## src/rtl/seg7_pkg.sv

```systemverilog
// Shared definitions for the 7-segment display path: active-low a..g segment
// patterns (bit6=a .. bit0=g), capture FSM state encoding and anode constants.
package seg7_pkg;

    localparam int NUM_DIGITS = 8;

    localparam logic [6:0] SEG_0     = 7'b0000001;
    localparam logic [6:0] SEG_1     = 7'b1001111;
    localparam logic [6:0] SEG_2     = 7'b0010010;
    localparam logic [6:0] SEG_3     = 7'b0000110;
    localparam logic [6:0] SEG_4     = 7'b1001100;
    localparam logic [6:0] SEG_5     = 7'b0100100;
    localparam logic [6:0] SEG_6     = 7'b0100000;
    localparam logic [6:0] SEG_7     = 7'b0001111;
    localparam logic [6:0] SEG_8     = 7'b0000000;
    localparam logic [6:0] SEG_9     = 7'b0000100;
    localparam logic [6:0] SEG_A     = 7'b0001000;
    localparam logic [6:0] SEG_B     = 7'b1100000;
    localparam logic [6:0] SEG_C     = 7'b0110001;
    localparam logic [6:0] SEG_D     = 7'b1000010;
    localparam logic [6:0] SEG_E     = 7'b0110000;
    localparam logic [6:0] SEG_F     = 7'b0111000;
    localparam logic [6:0] SEG_BLANK = 7'b1111111;

    localparam logic [7:0] ANODE_NONE = 8'hFF;

    typedef enum logic [1:0] {
        IDLE   = 2'd0,
        SETTLE = 2'd1,
        HOLD   = 2'd2
    } state_t;

endpackage

```

## src/rtl/seg7_pattern_decoder.sv

```systemverilog
// Combinational inverse of the hex display encoder: active-low segment
// pattern in, nibble plus blank / error classification out.
module seg7_pattern_decoder
    import seg7_pkg::*;
(
    input  logic [6:0] pattern,
    output logic [3:0] value,
    output logic       blank,
    output logic       err
);

    always_comb begin
        // NOTE: every output gets a default before the case so no path leaves
        // a signal unassigned, which would otherwise infer a latch.
        value = 4'h0;
        blank = 1'b0;
        err   = 1'b0;
        case (pattern)
            SEG_0:     value = 4'h0;
            SEG_1:     value = 4'h1;
            SEG_2:     value = 4'h2;
            SEG_3:     value = 4'h3;
            SEG_4:     value = 4'h4;
            SEG_5:     value = 4'h5;
            SEG_6:     value = 4'h6;
            SEG_7:     value = 4'h7;
            SEG_8:     value = 4'h8;
            SEG_9:     value = 4'h9;
            SEG_A:     value = 4'hA;
            SEG_B:     value = 4'hB;
            SEG_C:     value = 4'hC;
            SEG_D:     value = 4'hD;
            SEG_E:     value = 4'hE;
            SEG_F:     value = 4'hF;
            SEG_BLANK: blank = 1'b1;
            default:   err   = 1'b1;
        endcase
    end

endmodule

```

## src/rtl/seg7_scan_capture.sv

```systemverilog
// Reconstructs the hex value on each digit of a scanned 7-segment display by
// sampling each anode dwell once its anode/segment lines have settled.
module seg7_scan_capture
    import seg7_pkg::*;
#(
    parameter int SETTLE_CYCLES = 4
) (
    input  logic                    clock_100Mhz,
    input  logic                    reset,
    input  logic [NUM_DIGITS-1:0]   Anode_Activate,
    input  logic [6:0]              LED_out,
    output logic [4*NUM_DIGITS-1:0] digit_value,
    output logic [NUM_DIGITS-1:0]   digit_blank,
    output logic [NUM_DIGITS-1:0]   digit_err,
    output logic                    frame_valid,
    output logic                    anode_err
);

    localparam logic [7:0] CNT_LAST = 8'(SETTLE_CYCLES - 1);

    logic [NUM_DIGITS-1:0] an_s1, an_s2, an_lat;
    logic [6:0]            seg_s1, seg_s2, seg_lat;
    logic [7:0]            cnt;
    logic [NUM_DIGITS-1:0] seen;
    state_t                state, state_next;

    logic       in_idle, match, expired, lat_onehot, lat_idle;
    logic       do_latch, do_count, do_write, do_anode_err;
    logic [2:0] idx;
    logic [3:0] dec_value;
    logic       dec_blank, dec_err;

    // Two-flop synchronisers; the idle level of both buses is all ones.
    always_ff @(posedge clock_100Mhz or negedge reset) begin
        if (!reset) begin
            an_s1  <= ANODE_NONE;
            an_s2  <= ANODE_NONE;
            seg_s1 <= SEG_BLANK;
            seg_s2 <= SEG_BLANK;
        end else begin
            // NOTE: non-blocking assignments make s2 take the old s1, giving a
            // real two-stage chain regardless of statement order.
            an_s1  <= Anode_Activate;
            an_s2  <= an_s1;
            seg_s1 <= LED_out;
            seg_s2 <= seg_s1;
        end
    end

    assign in_idle    = (an_s2 == ANODE_NONE);
    assign match      = (an_s2 == an_lat) && (seg_s2 == seg_lat);
    assign expired    = (cnt == CNT_LAST);
    assign lat_onehot = $onehot(~an_lat);
    assign lat_idle   = (an_lat == ANODE_NONE);

    always_ff @(posedge clock_100Mhz or negedge reset) begin
        if (!reset) state <= IDLE;
        else        state <= state_next;
    end

    always_comb begin
        state_next = state;
        case (state)
            IDLE:    if (!in_idle) state_next = SETTLE;
            SETTLE: begin
                if (!match) begin
                    if (in_idle) state_next = IDLE;
                end else if (expired) begin
                    state_next = lat_idle ? IDLE : HOLD;
                end
            end
            HOLD:    if (!match) state_next = in_idle ? IDLE : SETTLE;
            default: state_next = IDLE;
        endcase
    end

    // A change on the lines always wins over a simultaneous counter expiry.
    always_comb begin
        do_latch     = 1'b0;
        do_count     = 1'b0;
        do_write     = 1'b0;
        do_anode_err = 1'b0;
        case (state)
            IDLE:    do_latch = !in_idle;
            SETTLE: begin
                if (!match) begin
                    do_latch = !in_idle;
                end else if (expired) begin
                    do_write     = lat_onehot;
                    do_anode_err = !lat_onehot && !lat_idle;
                end else begin
                    do_count = 1'b1;
                end
            end
            HOLD:    do_latch = !match && !in_idle;
            default: ;
        endcase
    end

    always_comb begin
        idx = 3'd0;
        for (int i = 0; i < NUM_DIGITS; i++) begin
            if (!an_lat[i]) idx = 3'(i);
        end
    end

    seg7_pattern_decoder u_decoder (
        .pattern (seg_lat),
        .value   (dec_value),
        .blank   (dec_blank),
        .err     (dec_err)
    );

    always_ff @(posedge clock_100Mhz or negedge reset) begin
        if (!reset) begin
            an_lat      <= ANODE_NONE;
            seg_lat     <= SEG_BLANK;
            cnt         <= 8'd0;
            seen        <= '0;
            digit_value <= '0;
            digit_blank <= '1;
            digit_err   <= '0;
            frame_valid <= 1'b0;
            anode_err   <= 1'b0;
        end else begin
            frame_valid <= 1'b0;
            anode_err   <= do_anode_err;
            if (do_latch) begin
                an_lat  <= an_s2;
                seg_lat <= seg_s2;
                cnt     <= 8'd0;
            end else if (do_count) begin
                cnt <= cnt + 8'd1;
            end
            if (do_write) begin
                digit_value[4*idx +: 4] <= dec_value;
                digit_blank[idx]        <= dec_blank;
                digit_err[idx]          <= dec_err;
                if ((seen | (8'h01 << idx)) == 8'hFF) begin
                    frame_valid <= 1'b1;
                    seen        <= '0;
                end else begin
                    seen <= seen | (8'h01 << idx);
                end
            end
        end
    end

endmodule

```

## config.mk

```make
export PLATFORM = sky130hd
export DESIGN_NAME = seg7_scan_capture
export DESIGN_NICKNAME = d
export VERILOG_FILES = /design/src/rtl/seg7_pkg.sv /design/src/rtl/seg7_pattern_decoder.sv /design/src/rtl/seg7_scan_capture.sv
export SDC_FILE = /design/constraint.sdc
export NUM_CORES = 1
export LEC_CHECK = 0
export ABC_AREA = 1
export ABC_CLOCK_PERIOD_IN_PS = 8950
export CAP_MARGIN = 20
export CORE_MARGIN = 10
export CORE_UTILIZATION = 55
export CTS_CLUSTER_DIAMETER = 200
export DETAILED_ROUTE_END_ITERATION = 12
export PLACE_DENSITY = 0.8
export REMOVE_ABC_BUFFERS = 1
export SKIP_CTS_REPAIR_TIMING = 1
export SYNTH_ARGS = -nofsm -noshare
export SYNTH_HDL_FRONTEND = slang
export SYNTH_SLANG_ARGS = --single-unit
```

## constraint.sdc

```tcl
create_clock -name clock_100Mhz -period 8.95 [get_ports clock_100Mhz]
set_input_delay 1.3425 -clock clock_100Mhz [delete_from_list [all_inputs] [get_ports clock_100Mhz]]
set_output_delay 1.3425 -clock clock_100Mhz [all_outputs]
set_load 0.02 [all_outputs]
```

**Yosys cells after proc, flatten, opt, wreduce, memory -nomap -nowiden**

Cells that the tools add are included.

- Bits of input ports: 17
- Flip-flop bits (word level): 113
- Output and inout port bits: 50
- Logic and storage cells: 111

- Bitwise logic cells: 2
- Shifts and indexed selects: 3
- Equal/unequal tests: 29
- Multiplexer cells: 39
- $lt $le $gt $ge: 2
- Reductions and logical operators: 13
- Add/sub/neg operators: 9

Operator list:

| cell | number |
|---|---|
| one-hot mux 4 bit (15 select lines) | 1 |
| == test 7 x 6 -> 1 bit, second input constant | 5 |
| == test 7 bit, second input constant | 5 |
| negation 5 -> 34 bit | 1 |
| variable shift 4 x 34 -> 32 bit, first input constant | 1 |
| variable part select 4 x 34 -> 32 bit | 1 |
| bitwise mux 32 bit | 1 |
| == test 8 bit, second input constant | 3 |
| two-way mux 8 bit | 3 |
| two-way mux 1 bit | 17 |
| OR reduction 17 bit | 1 |
| bitwise mux 8 bit | 2 |
| two-way mux 2 bit | 8 |
| == test 7 x 3 -> 1 bit, second input constant | 2 |
| == test 7 x 4 -> 1 bit, second input constant | 2 |
| two-way mux 3 bit | 4 |
| adder 1 x 1 -> 2 bit | 4 |
| adder 8 x 1 -> 8 bit, second input constant | 1 |
| == test 8 x 2 -> 1 bit, second input constant | 1 |
| == test 8 bit | 1 |
| NOT 8 bit | 1 |
| bitwise OR 8 bit | 1 |
| left shift 1 x 3 -> 8 bit, first input constant | 1 |
| == test 7 x 1 -> 1 bit, second input constant | 1 |
| 20 further kinds | 29 |

**Longest topological paths before layout**

Gate-level depths: netlist (run 1).

- Depth after elaboration: 12
- Depth in mapped cells: 17
- Mapped depth without buffers: 17

**Modules after synthesis**

A second synthesis (run 1) with hierarchy kept.

- Cells, all modules: 756
- Area total of the unflattened synthesis: 5,906.9 um^2

By module, submodules not included:

| module | cells each | seq. area each (um^2) | area an instance (um^2) | times used |
|---|---|---|---|---|
| seg7_scan_capture | 682 | 2,894.0 | 5,547.8 | 1 |
| seg7_pattern_decoder | 74 | 0.0 | 359.1 | 1 |

**Least setup slack after synthesis (run 1)**

OpenSTA, ideal clock, no wires.

- Path kind: register to register
- From: reg an_lat[1]
- To: reg digit_value[12]
- Period minus slack after synthesis: 3.804 ns
- Library setup time: 0.118 ns
- Setup slack: 5.146 ns
- Data required time: 8.832 ns
- Cell stages (with the launch flop): 18
- Path buffers: 1
- Arrival: 3.685 ns
- Cells stage by stage: dfstp_2 -> fa_1 -> inv_1 -> fa_1 -> fa_1 -> ha_1 -> inv_1 -> fa_1 -> nand2_1 -> a21oi_1 -> nand2_1 -> nor2_1 -> nand4_2 -> buf_6 -> nor2_2 -> inv_2 -> nand2_1 -> nand2_1

- Word-level cells in the longest chain between the ends: 10
- Elaborated cells between the ends (all ways): 21
- Those cells by class: 4 x add/sub; 2 x eq/ne; 2 x shift; 11 x mux; 1 x bitwise; 1 x reduce/logical

RTL lines:

| element | RTL line | source |
|---|---|---|
| start: declaration | seg7_scan_capture.sv:21 | `logic [NUM_DIGITS-1:0] an_s1, an_s2, an_lat;` |
| start signal: assignment | seg7_scan_capture.sv:129 | `an_lat <= an_s2;` |
| two-way mux 1 bit | seg7_scan_capture.sv:103 | `if (!an_lat[i]) idx = 3'(i);` |
| two-way mux 2 bit (2 in a row) | seg7_scan_capture.sv:103 |  |
| two-way mux 3 bit (4 in a row) | seg7_scan_capture.sv:103 |  |
| negation 5 -> 34 bit | seg7_scan_capture.sv:136 | `digit_value[4*idx +: 4] <= dec_value;` |
| variable part select 4 x 34 -> 32 bit / variable shift 4 x 34 -> 32 bit (equally long branches) | seg7_scan_capture.sv:136 |  |
| bitwise mux 32 bit | seg7_scan_capture.sv:136 |  |
| end signal: indexed assignment | seg7_scan_capture.sv:136 |  |
| end: declaration | seg7_scan_capture.sv:12 | `output logic [4*NUM_DIGITS-1:0] digit_value,` |

Parallel ways exist; a longest one is shown, timed or not.
A chain may end at the register's enable or synchronous reset.

**Worst setup path in the final report (run 1)**

- From: reg an_lat[1]
- To: reg digit_err[5]

- Word-level cells in the longest chain between the ends: 12
- Elaborated cells between the ends (all ways): 23
- Those cells by class: 3 x add/sub; 2 x order compare; 2 x eq/ne; 13 x mux; 1 x bitwise; 2 x reduce/logical

RTL lines:

| element | RTL line | source |
|---|---|---|
| two-way mux 1 bit | seg7_scan_capture.sv:103 |  |
| two-way mux 2 bit (2 in a row) | seg7_scan_capture.sv:103 |  |
| two-way mux 3 bit (4 in a row) | seg7_scan_capture.sv:103 |  |
| less-than comparator 3 x 4 -> 1 bit (not written as such) / greater-or-equal comparator 3 x 1 -> 1 bit (equally long branches) | seg7_scan_capture.sv:138 | `digit_err[idx] <= dec_err;` |
| logical AND 1 bit (not written as such) | seg7_scan_capture.sv:138 |  |
| two-way mux 1 bit (not written as such) | seg7_scan_capture.sv:138 |  |
| demux 1 bit (select 3 bit) | seg7_scan_capture.sv:138 |  |
| bitwise mux 8 bit | seg7_scan_capture.sv:138 |  |
| end signal: indexed assignment | seg7_scan_capture.sv:138 |  |
| end: declaration | seg7_scan_capture.sv:14 | `output logic [NUM_DIGITS-1:0] digit_err,` |

Parallel ways exist; a longest one is shown, timed or not.

==> metrics.md, run 1 <==
| Metric | Value |
|---|---|
| Status | completed |
| HP Class | flip-flop to flip-flop |
| Cts bufs inserted | 17 |
| IO buf count | 66 |
| P_int | 956 µW |
| Max-cap violations | 0 |
| Chip width | 122 µm |
| Max Slew Vio Count | 0 |
| Clock tree buffer depth | 2 |
| Fin Clk Skew | 0.00587 ns |
| Drt pass-1 iters | 5 |
| Final setup fails | 0 |
| DRC violation count after routing | 0 |
| Worst setup path class | flip-flop to flip-flop |
| Vias in the first global route | 4780 |
| Row cnt | 37 |
| Total power draw | 1.28 mW |
| Share of layout cells above drive strength 1 | 15.4% |
| Post-synth top area share | 26.4% |
| Skew-Pair Late Insertion Delay | 0.53 ns |
| Initial Util | 55.9% |
| Die Y | 122 µm |
| Setup WS post-layout | 4.30 ns |
| Final ANT Viol Nets | 0 |
| GR Util met2 | 30.6% |
| Die ar. | 14800 µm² |
| Switching power | 322 µW |
| DR iter-0 viols | 346 |
| Antenna Cells | 0 |
| Initial antenna violation count | 0 |
| GP Congestion | 0.937 |
| Total Wirelength | 12900 µm |
| Count leader, synth | nand2_1 |
| Placed insts | 910 |
| Post-layout min period | 4.65 ns |
| Worst Path Max Fanout | 24 |
| Clock root cell | clkbuf_8 |
| Share of power burned in registers | 42.3% |
| Met1 Resource Use GR | 22.3% |
| Switch share | 25.2% |
| Footprint of the multi-input gates | 2380 µm² |
| First-pass GRT wire length | 22200 µm |
| Max_slew headroom | 58.6% |
| Top_reg_cell synth | dfrtp_1 |
| Register area share after synthesis | 50.8% |
| Area Growth Syn to Fin | 23.5% |
| Cells after Synth | 723 |
| Most used routing layer | met2 |
| GRT met3 Usage | 4.76% |
| CP startpoint kind | flip-flop |
| Worst Tran Pin Value | 0.621 ns |
| Crit path DAT | 5.07 ns |
| Clock-pin slew on the worst setup and hold paths | 0.06 ns |
| Yosys warns | 0 |
| Final period util | 52.0% |
| Setup TNS | 0 ns |
| PwrDens | 182 nW/µm² |
| Async SR Flop Fraction | 100% |
| WL/cell | 13.6 µm |
| Synth area leaders | dfrtp_1 (26%), dfstp_2 (24%), nand2_1 (17%), nand3_1 (5.7%), nor2_1 (4.6%) |
| Hold Vio Cnt, Final | 0 |
| Post-synth EDFFs | 0 |
| Peak VDD IR | 0.000123 V |
| Place WS | 4.40 ns |
| I/O Pins | 67 |
| Worst Setup End Kind | flip-flop |
| #FFs+latches synth | 113 |
| H-tree levels | 4 |
| Final Instance Count excl. Fillers | 943 |
| Via-to-Cell Ratio | 5.18 |
| RSZ-0062 raised after global routing | false |
| Clock Sinks | 113 |
| CTS tree | built |
| Unique cell type count in the Yosys netlist | 28 |
| DPL Wire Length | 9260 µm |
| Fillers | 776 |
| Gr ovfl total | 0 |
| Comb pwr share | 7.1% |
| Reg area | 2890 µm² |
| Leak pwr | 3.45 nW |
| Worst EP required | 9.37 ns |
| Most common library cells after synthesis | nand2_1 (255), nor2_1 (70), nand3_1 (65), inv_1 (61), dfrtp_1 (60) |
| Synth area leader | dfrtp_1 |
| Largest net degree at the start of global routing | 87 |
| Core Footprint | 10200 µm² |
| Nets@finish | 826 |
| DR vias | 4887 |
| GRT Total Usage | 18.3% |
| Clock share of power | 50.6% |
| Mapped cell area | 5690 µm² |
| Synth Area per Inst | 7.87 µm² |
| Fmax | 215 MHz |
-- power by group through the flow --
| stage | registers, mW | clock network (mW) | logic (mW) |
|---|---|---|---|
| 2_1_floorplan | 0.546 | 0 | 0.0548 |
| 3_3_place_gp | 0.548 | 0 | 0.0822 |
| 3_5_place_dp | 0.549 | 0 | 0.0885 |
| 4_1_cts | 0.540 | 0.656 | 0.0895 |
| 5_1_grt | 0.542 | 0.676 | 0.103 |
| 6_report | 0.541 | 0.647 | 0.0909 |
-- routing by layer --
layer  routed length [µm]  vias to the layer above
met5                    0                        -
met4                  229                        0
met3                  777                       22
met2                 6360                      140
met1                 5490                     2301
li1                     -                     2424
-- worst paths after layout --
kind / from / end / slack [ns] / cells after the start
hold reg to reg: an_s1[3] / an_s2[3] / 0.35 / 0
min in group asynchronous: reset / digit_err[5] / 0.71 / 1
setup reg to reg: an_lat[1] / digit_err[5] / 4.30 / 16
hold / removal: an_s1[3] / an_s2[3] / 0.35 / 0
max in group asynchronous: reset / an_lat[4] / 7.26 / 3
setup / recovery: an_lat[1] / digit_err[5] / 4.30 / 16
-- worst max-delay path: stages, from the launching register on --
cell	delay (ns)
dfstp_2	0.58
fa_1	0.43
inv_1	0.08
fa_1	0.42
fa_1	0.50
ha_1	0.16
inv_1	0.06
fa_1	0.50
nand2_1	0.06
a21oi_1	0.12
nand2_1	0.13
nor2_1	0.24
nand4_2	0.44
inv_2	0.47
nand2_1	0.17
nand2_1	0.10
nand2_1	0.06
-- flip-flops by register name, summed over array words and instances (netlist names) --
signal / flops
an_lat: 8
an_s1: 8
an_s2: 8
anode_err: 1
cnt: 8
digit_blank: 8
digit_err: 8
digit_value: 32
frame_valid: 1
seen: 8
seg_lat: 7
seg_s1: 7
seg_s2: 7
state: 2
-- metrics by stage --
step	hold slack, ns	instance area (µm²)	util [%]
after floorplan	0.345	5580	-
after global placement	0.345	6420	63.1
after detailed placement	0.347	6420	63.1
after CTS	0.355	7000	68.8
after global routing	0.356	7030	69.0
final	0.354	7030	69.0
-- cell type report --
class / instances / share of cell area (%)
Clock buffer: 19 / 6.44
Clock inverter: 13 / 1.78
Inverter: 82 / 4.38
Multi-Input combinational cell: 511 / 33.8
Sequential cell: 113 / 41.2
Tap cell: 136 / 2.42
Timing Repair Buffer: 69 / 9.97
-- cells by family after synthesis --
| kind of cell | share of synthesized area [%] |
|---|---|
| AND/OR/NAND/NOR | 32.9 |
| flip-flops | 50.8 |
| buffers and inverters | 7.34 |
| AO/OA/AOI/OAI | 4.04 |
| adder cells (fa/ha/maj) | 3.83 |
| XOR/XNOR | 1.08 |
-- cells in the final DEF, fill, tap and decap left out --
master	instances
clkinv_2	2
a21oi_1	8
xor2_1	4
nor2_2	10
inv_1	61
clkbuf_8	2
o21ai_0	12
nand3b_1	1
clkinv_4	5
bufinv_16	1
buf_4	3
nor2_4	1
nand3_1	65
inv_6	3
nand4_1	13
clkbuf_16	17
nor3_2	1
buf_16	1
clkinvlp_4	2
clkdlybuf4s50_1	65
dfstp_2	53
ha_1	11
nand2_2	1
dfrtp_1	60
fa_1	4
nor3_1	23
nor4_1	1
nand2_1	255
nand4_2	2
inv_2	20
clkinv_1	1
xnor2_1	3
o21ai_1	26
nor2_1	70
Power figures use the tool's default switching activity.
==> inputs of run 2 (changes only) <==
--- a/config.mk
+++ b/config.mk
@@ -6,13 +6,13 @@
 export NUM_CORES = 1
 export LEC_CHECK = 0
 export ABC_AREA = 1
-export ABC_CLOCK_PERIOD_IN_PS = 8950
+export ABC_CLOCK_PERIOD_IN_PS = 4100
 export CAP_MARGIN = 20
 export CORE_MARGIN = 10
-export CORE_UTILIZATION = 55
+export CORE_UTILIZATION = 51
 export CTS_CLUSTER_DIAMETER = 200
 export DETAILED_ROUTE_END_ITERATION = 12
-export PLACE_DENSITY = 0.8
+export PLACE_DENSITY = 0.78
 export REMOVE_ABC_BUFFERS = 1
 export SKIP_CTS_REPAIR_TIMING = 1
 export SYNTH_ARGS = -nofsm -noshare
==> constraint.sdc (replaced) <==
create_clock -name clock_100Mhz -period 4.1 [get_ports clock_100Mhz]
set_input_delay 0.615 -clock clock_100Mhz [delete_from_list [all_inputs] [get_ports clock_100Mhz]]
set_output_delay 0.615 -clock clock_100Mhz [all_outputs]
set_load 0.02 [all_outputs]
==> metrics.md, run 2 (same netlist as run 1, synthesis figures left out) <==
| Metric | Value |
|---|---|
| Status | completed |
| Fin Clk Skew | 0.00812 ns |
| First-pass GRT wire length | 22500 µm |
| Footprint of the multi-input gates | 2420 µm² |
| Worst Tran Pin Value | 0.504 ns |
| GP Congestion | 0.927 |
| Final setup fails | 0 |
| Total power draw | 2.77 mW |
| Clock root cell | clkbuf_8 |
| Drt pass-1 iters | 8 |
| Cells on worst reg2reg path | 17 |
| Switching power | 711 µW |
| DR iter-0 viols | 340 |
| Max Slew Vio Count | 0 |
| Most flop-heavy register | digit_value |
| P_int | 2.06 mW |
| Max reg flops | 32 |
| Max-cap violations | 0 |
| Clock tree buffer depth | 2 |
| DR vias | 4969 |
| Gr ovfl total | 0 |
| Share of power burned in registers | 42.6% |
| I/O Pins | 67 |
| Total Wirelength | 13400 µm |
| Fillers | 905 |
| Hold Vio Cnt, Final | 0 |
| Worst Path Max Fanout | 8 |
| Vias in the first global route | 4912 |
| Chip width | 126 µm |
| Cts bufs inserted | 17 |
| Antenna Cells | 0 |
| Design area | 7150 µm² |
| DPL Wire Length | 9370 µm |
| Clock Sinks | 113 |
| WL/cell | 14.0 µm |
| Peak VDD IR | 0.000242 V |
| Worst setup path class | flip-flop to flip-flop |
| Leak pwr | 3.50 nW |
| Reg-to-Reg Start | an_lat[0] |
| Die Y | 126 µm |
| Skew-Pair Late Insertion Delay | 0.53 ns |
| Worst Setup End Kind | flip-flop |
| Core Footprint | 10900 µm² |
| Via-to-Cell Ratio | 5.19 |
| CP Capture Point | digit_value[23] |
| Nets@finish | 837 |
| Max_slew headroom | 66.2% |
| HP Class | primary input to asynchronous set/reset pin |
| DRC violation count after routing | 0 |
| Worst EP required | 4.56 ns |
| Largest net degree at the start of global routing | 89 |
| Post-layout min period | 3.92 ns |
| CP startpoint | an_lat[0] |
| IO buf count | 66 |
| Initial Util | 52.3% |
| R2R Setup Slk | 0.18 ns |
| Crit path DAT | 4.38 ns |
| Post-DP Area | 6480 µm² |
| CP startpoint kind | flip-flop |
| Initial antenna violation count | 0 |
| R2R Path End | digit_value[23] |
| Clock share of power | 49.5% |
| Row cnt | 38 |
| PwrDens | 387 nW/µm² |
| Commonest non-fill, non-tap cells in the layout | nand2_1 (255), nor2_1 (69), nand3_1 (65), clkdlybuf4s50_1 (65), inv_1 (61) |
| Switch share | 25.7% |
| Share of layout cells above drive strength 1 | 16.9% |
| Area Growth Syn to Fin | 25.7% |
| GRT Total Usage | 16.7% |
| Die ar. | 15800 µm² |
| Final period util | 95.6% |
| H-tree levels | 4 |
| RSZ-0062 raised after global routing | true |
| Reg area | 2890 µm² |
| Final ANT Viol Nets | 0 |
| Leading cell type in the layout, fill and taps excluded | nand2_1 |
| Comb pwr share | 7.9% |
| Clock-pin slew on the worst setup and hold paths | 0.06 ns |
| CTS tree | built |
| Fmax | 255 MHz |
-- run 2: cell types whose count changed in the layout (fill, tap and decap cells not counted), moves of 2 or more --
cell	delta
buf_4	+10
clkinvlp_4	+2
inv_4	+3
nor2_2	-3
nor2_4	+4
-- run 2: through the flow --
stage / instances / hold slack [ns] / TNS, ns / utilization, % / setup slack, ns
final: 958 / 0.0573 / 0 / 65.7 / 0.179
after floorplan: 706 / 0.319 / 0 / - / 0.0486
after detailed placement: 921 / 0.347 / 0 / 59.5 / 0.0138
after CTS: 953 / 0.327 / -0.184 / 64.7 / -0.0684
after global placement: 921 / 0.345 / 0 / 59.5 / 0.107
after global routing: 958 / 0.0828 / -0.128 / 65.7 / -0.0222
-- run 2: area by class of cell --
type,instances,area share (%)
clock buffer,19,6.49
clock inverter,13,1.40
inverter,82,4.34
multi-input combinational,511,33.8
sequential,113,40.5
tap,140,2.45
timing repair buffer,80,11.1
-- run 2: worst max-delay path, stage by stage (launching register included) --
cell and delay (ns):
dfstp_2 0.57, fa_1 0.39, inv_1 0.07, fa_1 0.42, fa_1 0.50, ha_2 0.17, inv_1 0.05, fa_1 0.47
nand2_1 0.06, a21oi_2 0.10, nand2_1 0.11, nor2_4 0.14, nand4_4 0.17, buf_8 0.21, nor2_4 0.16, buf_4 0.13
nand2_1 0.05, nand2_1 0.07
-- run 2: power by group through the flow --
stage | registers [mW] | logic, mW | clock network, mW
finish | 1.18 | 0.217 | 1.37
global route | 1.18 | 0.247 | 1.44
CTS | 1.18 | 0.201 | 1.39
detailed placement | 1.20 | 0.200 | 0
global placement | 1.19 | 0.190 | 0
floorplan | 1.19 | 0.120 | 0
-- run 2: metal layers --
metal | wire (µm) | up-vias | global-route usage (%)
li1 | - | 2448 | -
met1 | 5700 | 2328 | 19.1
met2 | 6670 | 165 | 28.9
met3 | 743 | 28 | 4.28
met4 | 289 | 0 | 7.11
met5 | 0 | - | 0
-- run 2: how the worst min path moves through the flow --
stage,from,to,slack (ns),cells after the start
2_1_floorplan,reset,anode_err,0.32,0
5_1_grt,reset,digit_err[6],0.08,1
6_report,reset,digit_err[2],0.06,1
3_3_place_gp,seg_s1[0],seg_s2[0],0.35,0
3_5_place_dp,an_s1[5],an_s2[5],0.35,0
4_1_cts,reset,digit_err[0],0.33,1
